[src/rtl/uart_pkg.sv]
// Shared definitions for the oversampling UART receiver: state encoding and defaults.
package uart_pkg;

  localparam logic [1:0] ST_IDLE  = 2'd0;
  localparam logic [1:0] ST_START = 2'd1;
  localparam logic [1:0] ST_DATA  = 2'd2;
  localparam logic [1:0] ST_STOP  = 2'd3;

  typedef enum logic [1:0] {
    IDLE  = ST_IDLE,
    START = ST_START,
    DATA  = ST_DATA,
    STOP  = ST_STOP
  } rx_state_t;

  localparam int OSR_DEF       = 16;
  localparam int DATA_BITS_DEF = 8;
  localparam int MID           = OSR_DEF / 2;

  function automatic int mid_of(input int osr);
    return osr / 2;
  endfunction

endpackage

[src/rtl/uart_in_sync.sv]
// Two-flop synchronizer for the serial line plus a 3-sample majority voter.
module uart_in_sync (
  input  logic clk,
  input  logic rst,
  input  logic rx_data,
  input  logic samp_a,
  input  logic samp_b,
  output logic s,
  output logic vote
);

  logic meta;
  logic va;
  logic vb;

  always_ff @(posedge clk or posedge rst) begin
    if (rst) begin
      meta <= 1'b1;
      s    <= 1'b1;
      va   <= 1'b1;
      vb   <= 1'b1;
    end else begin
      meta <= rx_data;
      s    <= meta;
      if (samp_a) va <= s;
      if (samp_b) vb <= s;
    end
  end

  // Third sample is the live synchronized value at the deciding tick.
  assign vote = (va & vb) | (va & s) | (vb & s);

endmodule

[src/rtl/uart_rx_os16.sv]
// Oversampling UART receiver: 1 start, DATA_BITS data (LSB first), 1 stop,
// mid-bit majority vote, false-start rejection and framing-error flag.
module uart_rx_os16
  import uart_pkg::*;
#(
  parameter int DATA_BITS = DATA_BITS_DEF,
  parameter int OSR       = OSR_DEF
) (
  input  logic                 clk,
  input  logic                 rx_rst,
  input  logic                 rx_en,
  input  logic                 os_tick,
  input  logic                 rx_data,
  output logic [DATA_BITS-1:0] Received,
  output logic                 rx_Done,
  output logic                 rx_Busy,
  output logic                 Error
);

  // state | meaning
  // IDLE  | waiting for an armed falling edge on the line
  // START | validating the start bit at mid-bit
  // DATA  | sampling DATA_BITS payload bits, LSB first
  // STOP  | sampling the stop bit, then back to IDLE at mid-stop

  localparam int TW = $clog2(OSR);
  localparam int BW = $clog2(DATA_BITS);
  localparam logic [TW-1:0] T_A    = TW'(mid_of(OSR) - 1);
  localparam logic [TW-1:0] T_B    = TW'(mid_of(OSR));
  localparam logic [TW-1:0] T_C    = TW'(mid_of(OSR) + 1);
  localparam logic [TW-1:0] T_LAST = TW'(OSR - 1);
  localparam logic [BW-1:0] B_LAST = BW'(DATA_BITS - 1);

  rx_state_t              state;
  logic [TW-1:0]          tick_cnt;
  logic [BW-1:0]          bit_cnt;
  logic [DATA_BITS-1:0]   shift;
  logic                   armed;
  logic                   s;
  logic                   vote;
  logic                   samp_a;
  logic                   samp_b;

  assign samp_a = os_tick && (state != IDLE) && (tick_cnt == T_A);
  assign samp_b = os_tick && (state != IDLE) && (tick_cnt == T_B);

  uart_in_sync u_in_sync (
    .clk    (clk),
    .rst    (rx_rst),
    .rx_data(rx_data),
    .samp_a (samp_a),
    .samp_b (samp_b),
    .s      (s),
    .vote   (vote)
  );

  always_ff @(posedge clk or posedge rx_rst) begin
    if (rx_rst) begin
      state    <= IDLE;
      tick_cnt <= '0;
      bit_cnt  <= '0;
      shift    <= '0;
      Received <= '0;
      rx_Done  <= 1'b0;
      Error    <= 1'b0;
      rx_Busy  <= 1'b0;
      armed    <= 1'b1;
    end else begin
      rx_Done <= 1'b0;
      Error   <= 1'b0;
      if (!rx_en && state != IDLE) begin
        // Abort takes priority over any coincident os_tick.
        state    <= IDLE;
        rx_Busy  <= 1'b0;
        tick_cnt <= '0;
        bit_cnt  <= '0;
        armed    <= 1'b0;
      end else if (os_tick) begin
        if (state != IDLE)
          tick_cnt <= (tick_cnt == T_LAST) ? '0 : tick_cnt + TW'(1);
        case (state)
          IDLE: begin
            if (s) begin
              armed <= 1'b1;
            end else if (rx_en && armed) begin
              state    <= START;
              rx_Busy  <= 1'b1;
              tick_cnt <= '0;
            end
          end
          START: begin
            if (tick_cnt == T_C && vote) begin
              state    <= IDLE;
              rx_Busy  <= 1'b0;
              tick_cnt <= '0;
            end else if (tick_cnt == T_LAST) begin
              state   <= DATA;
              bit_cnt <= '0;
            end
          end
          DATA: begin
            if (tick_cnt == T_C)
              shift <= {vote, shift[DATA_BITS-1:1]};
            if (tick_cnt == T_LAST) begin
              if (bit_cnt == B_LAST) state <= STOP;
              else                   bit_cnt <= bit_cnt + BW'(1);
            end
          end
          STOP: begin
            // Leave at mid-stop so a back-to-back start edge is not missed.
            if (tick_cnt == T_C) begin
              Received <= shift;
              rx_Done  <= 1'b1;
              Error    <= ~vote;
              state    <= IDLE;
              rx_Busy  <= 1'b0;
              tick_cnt <= '0;
              armed    <= 1'b0;
            end
          end
          default: state <= IDLE;
        endcase
      end
    end
  end

endmodule
[config.mk]
export PLATFORM = sky130hd
export DESIGN_NAME = uart_rx_os16
export DESIGN_NICKNAME = d
export VERILOG_FILES = /design/src/rtl/uart_pkg.sv /design/src/rtl/uart_in_sync.sv /design/src/rtl/uart_rx_os16.sv
export SDC_FILE = /design/constraint.sdc
export NUM_CORES = 1
export LEC_CHECK = 0
export ABC_AREA = 1
export CAP_MARGIN = 10
export CORE_ASPECT_RATIO = 1.5
export CORE_MARGIN = 2
export CORE_UTILIZATION = 35
export DETAILED_ROUTE_END_ITERATION = 6
export SLEW_MARGIN = 0
export SYNTH_ARGS = -nofsm -noshare
export SYNTH_HDL_FRONTEND = slang
export SYNTH_SLANG_ARGS = --single-unit
[constraint.sdc]
create_clock -name clk -period 3.9 [get_ports clk]
set_clock_uncertainty 0.2 [all_clocks]
set_input_delay 0.78 -clock clk [delete_from_list [all_inputs] [get_ports clk]]
set_output_delay 0.78 -clock clk [all_outputs]
set_load 0.005 [all_outputs]
# --- Word level (Yosys, flattened, before mapping) ---
# Cells that the tools add are included.
totals:
  input_bits: 5
  register_bits: 33
  out_inout_bits: 11
op_classes:
  eq_ne: 19
  mux: 45
  addsub: 2
  n_reduce_logical: 19
  bitwise_logic: 7
ops:
  columns: ["cell", "n"]
  rows:
  - ["$mux 4", 8]
  - ["$ne 3x3->1 const B", 9]
  - ["$mux 2", 9]
  - ["$mux 3", 6]
  - ["$mux 1", 17]
  - ["$eq 4x4->1 const B", 3]
  - ["$pmux 4 s3", 1]
  - ["$reduce_and 4->1", 3]
  - ["$reduce_and 6->1", 2]
  - ["$pmux 2 s4", 1]
  - ["$reduce_and 7->1", 1]
  - ["$logic_and 1x1->1", 6]
  - ["$pmux 3 s2", 1]
  - ["$reduce_bool 3->1", 2]
  - ["$add 4x1->4 const B", 1]
  - ["$eq 2x2->1 const B", 2]
  - ["$eq 4x3->1 const B", 1]
  - ["$ne 4x4->1 const B", 1]
  - ["$reduce_bool 2->1", 2]
  - ["$reduce_bool 4->1", 1]
  - ["$add 3x1->3 const B", 1]
  - ["$and 1x1->1", 3]
  - ["$eq 3x3->1 const B", 1]
  - ["$ne 3x2->1 const B", 1]
  - ["7 further kinds", 9]

# --- Depth between registers and ports, before layout ---
depth:
  word_depth: 8
  ltp_mapped: 11

# --- Hierarchy ---
# From an unflattened synthesis, not the netlist that was laid out.
unflattened:
  cells_unflattened: 215
  hier_area_um2: 1856.8
modules_own_cells:
  columns: ["mod", "instances", "seq_area_each_um2", "cells_per_inst", "area_per_inst_um2"]
  rows:
  - ["uart_rx_os16", 1, 726.9, 200, 1694.1]
  - ["uart_in_sync", 1, 105.1, 15, 162.7]

# --- Least setup slack after synthesis ---
# Ideal clock, no wire load.
synth_timing:
  kind: "input -> register"
  start: "in rx_en"
  end: "reg Received[4]"
  cell_stages: 8
  t_required_ns: 3.583
  t_arrival_ns: 1.481
  path_slack_ns: 2.102
  path_buffers: 1
  path_cell_list: "inv_1 nand2_4 nand2_4 nor3_4 inv_2 buf_6 nand2_1 o21ai_2"
synth_via:
  elab_chain_cells: 4
synth_rtl:
  columns: ["item", "line", "rtl"]
  rows:
  - ["start: declaration", "uart_rx_os16.sv:11", "input logic rx_en,"]
  - ["$logic_not 1->1", "uart_rx_os16.sv:71", "if (!rx_en && state != IDLE) begin"]
  - ["$logic_and 1x1->1", "uart_rx_os16.sv:71", null]
  - ["$not 1->1 (no source line)", null, null]
  - ["$reduce_and 4->1 (no source line)", null, null]
  - ["end signal: assignment", "uart_rx_os16.sv:112", "Received <= shift;"]
  - ["end: declaration", "uart_rx_os16.sv:14", "output logic [DATA_BITS-1:0] Received,"]
# Every way passes these cells.
# A chain may end at the register's enable or synchronous reset.

# --- Worst setup path in the final report ---
layout_timing:
  start: "in rx_en"
  end: "reg shift[5]"
layout_via:
  elab_chain_cells: 4
layout_rtl:
  columns: ["item", "line", "rtl"]
  rows:
  - ["$logic_not 1->1", "uart_rx_os16.sv:71", null]
  - ["$logic_and 1x1->1", "uart_rx_os16.sv:71", null]
  - ["$not 1->1 (no source line)", null, null]
  - ["$reduce_and 4->1 (no source line)", null, null]
  - ["end signal: assignment", "uart_rx_os16.sv:103", "shift <= {vote, shift[DATA_BITS-1:1]};"]
  - ["end: declaration", "uart_rx_os16.sv:37", "logic [DATA_BITS-1:0] shift;"]
# Every way passes these cells.

==> summary.txt <==
Job
  – Max-cap violations: 0

Power and ir drop
  – Power per cell area: 587 mW/mm2
  – Switch Pwr: 0.427 mW
  – Cell internal pwr: 0.769 mW
  – Combinational share of power: 31.4%
  – Power, Total: 1.20 mW
  – P_leak: 1.05 nW
  – Peak VDD IR: 297 uV
  – Sw frac: 35.7%
  – Flop pwr share: 36.9%
  – Clock share of power: 31.8%

Detailed routing
  – DRT Pass-1 Iters: 4
  – Routed wire length: 3390 um
  – DRC viols: 0
  – Via Count: 1356
  – Via/cell ratio: 4.60
  – Routed Antenna Nets: 0
  – Initial drt markers: 29
  – WL/cell: 11.5 um

Worst hold path
  – Type of the tightest min-delay check: flop to flop

STA
  – Final-report max-slew violation count: 0
  – Final Hold Viols: 0
  – Setup violators final: 0
  – Slew @ Worst Pin: 431 ps
  – RSZ-0062 raised after global routing: false
  – Final period util: 60.7%
  – Tmin final: 2370 ps
  – Fmax: 0.422 GHz
  – Setup TNS: 0 ps
  – Slew HR: 71.2%
  – Hold WS: 155 ps

Cells and area
  – Finished Core Util: 43.1%
  – Final net count: 238
  – Finished Layout Cells: 295
  – Layout cells sized above 1: 12.2%
  – Commonest non-fill, non-tap cell in the layout: nand2_1
  – Antenna diodes: 0
  – Most frequent cells in the layout: 70 x nand2_1, 28 x dfrtp_1, 21 x inv_1
  – Area growth syn-to-layout: 20.8%

Run status
  – Status: finished, final reports clean

GRT
  – First-pass GRT wire length: 5950 um
  – Number of global-route vias before repair: 1327
  – Antenna violations before repair: 0
  – Largest net degree at the start of global routing: 26
  – Gr ovfl total: 0
  – Total track usage: 15.2%

Synth
  – Mux contribution to synthesized area: 0%
  – Main combinational cell family by area after synthesis: simple AND/OR/NAND/NOR gates
  – Flops & latches, synth: 33
  – Ys Warns: 0
  – Synth Cell Area: 0.00169 mm2
  – Post-Syn Instances: 207
  – Adder-cell share of the synthesized area: 3.71%
  – Post-synthesis compound-gate area fraction: 8.75%
  – Synth Area in Simple Gates: 30.8%
  – Syn_nets: 217
  – Post-synthesis xor/xnor area fraction: 1.04%
  – Yosys cell types: 22
  – Sequential cell area fraction in the yosys report: 49.3%
  – Synthesized area per cell: 8.15 um2

Clocking
  – Postcts setup bufs: 0
  – Clk Latency, worst-skew pair: 290 ps
  – Clock Path Buffers: 2
  – Clock sinks: 33
  – CTS H-tree lvls: 2
  – CTS buffer count: 5
  – CTS hold repair buffers: 0
  – CTS root buffer: clkbuf_8
  – Clock-pin slew on the worst setup and hold paths: 60 ps
  – Post-CTS sizing: 0
  – CTS tree: built

Worst setup path
  – R2r setup slk: 2030 ps
  – Arrival @ worst endpoint: 2380 ps
  – Worst path required time: 3910 ps
  – CP startpoint: rx_en
  – CP Capture Point: shift[5]$_DFFE_PP0P_
  – Worst-path fanout max: 13
  – R2r startpoint: tick_cnt[1]$_DFFE_PP0N_
  – R2R depth: 7
  – Crit. End Element: flop
  – Crit Path Class: primary input to flop
  – R2R Path End: Received[3]$_DFFE_PP0P_
  – Startpoint Class: primary input

Placed design
  – Cell count after placement: 287
  – Final GP Congestion: 0.882
  – DP HPWL: 2630 um
  – Port Buf Inserts: 15

Floorplanning
  – Die W: 60.7 um
  – CORE AREA: 0.00473 mm2
  – Die height: 89.1 um
  – Rows: 31
  – Die area: 0.00541 mm2
  – Initial Utilization: 35.7%
  – I/O pin cnt: 16
[synth_stat cells]
cell	instances	share of area (%)
nor3_4	1	0.96
or2_2	1	0.37
ha_1	5	3.7
a21oi_1	6	1.8
inv_2	2	0.44
dfstp_2	5	7.8
nor2_2	1	0.37
nand3_1	18	5.3
o21ai_0	13	3.9
o21ai_2	4	2.1
inv_1	21	4.7
nand3_4	1	1.0
nand2_4	3	2.0
dfrtp_1	28	42
nor2_1	18	4.0
o21ai_1	2	0.59
nand2_1	70	16
nand4_1	2	0.74
xor2_1	2	1.0
nand2_2	1	0.37
o211ai_1	1	0.44
buf_6	2	1.3
[worst min path at each step]
stage | startpoint | to | slack [ps] | cells past startpoint
2_1_floorplan | u_in_sync.meta$_DFF_PP1_ | u_in_sync.s$_DFF_PP1_ | 150 | 0
3_3_place_gp | u_in_sync.meta$_DFF_PP1_ | u_in_sync.s$_DFF_PP1_ | 150 | 0
3_5_place_dp | u_in_sync.meta$_DFF_PP1_ | u_in_sync.s$_DFF_PP1_ | 150 | 0
4_1_cts | u_in_sync.meta$_DFF_PP1_ | u_in_sync.s$_DFF_PP1_ | 160 | 0
5_1_grt | u_in_sync.meta$_DFF_PP1_ | u_in_sync.s$_DFF_PP1_ | 160 | 0
6_report | u_in_sync.meta$_DFF_PP1_ | u_in_sync.s$_DFF_PP1_ | 160 | 0
[metrics by stage]
stage	worst slack, ps	instance area [um2]
2_1_floorplan	2100	1690
3_3_place_gp	1280	1910
3_5_place_dp	1230	1910
4_1_cts	1520	2040
5_1_grt	1320	2040
6_report	1530	2040
[cells by family (layout without fill, tap and decap cells)]
kind of cell / Yosys count / after routing
buffers and inverters: 25 / 47
and+or+nand+nor: 116 / 116
adders and majority gates: 5 / 5
DFF: 33 / 33
AOI/OAI and AO/OA: 26 / 26
xor gates and xnor gates: 2 / 2
[critical path: stages]
cell and delay [ps]:
clkdlybuf4s50_1 580, inv_1 100, nand2_4 110, nand2_4 70, inv_1 80, nand2_2 70, nor2_2 360, nand2_1 120
o21ai_1 90
[area by class of cell]
cell class,count,area [um2]
well taps,66,82.6
flip-flops and latches,33,832
multi-input cells,149,747
fillers,510,2690
repair buffers,16,158
clock buffers,5,68.8
inverters,23,86.3
clock inverters,3,65.1
[layer usage]
layer,wire length (um),global-route usage [%],vias up
met4,111,8.30,0
li1,-,-,695
met3,97,4.05,10
met5,0,0,-
met1,1400,17.2,629
met2,1780,25.5,22
[flip-flops by register name, indices dropped and copies added, names as in the netlist]
register,cells
Error,1
Received,8
armed,1
bit_cnt,3
rx_Busy,1
rx_Done,1
shift,8
state,2
tick_cnt,4
u_in_sync.meta,1
u_in_sync.s,1
u_in_sync.va,1
u_in_sync.vb,1
[power by group through the flow]
stage | combinational [mW] | clock (mW) | sequential (mW)
after floorplan | 0.289 | 0 | 0.432
after global placement | 0.381 | 0 | 0.447
after detailed placement | 0.379 | 0 | 0.446
after CTS | 0.381 | 0.392 | 0.440
after global routing | 0.442 | 0.404 | 0.447
final | 0.375 | 0.380 | 0.441
Note: power is estimated with default switching activity, not from simulation.
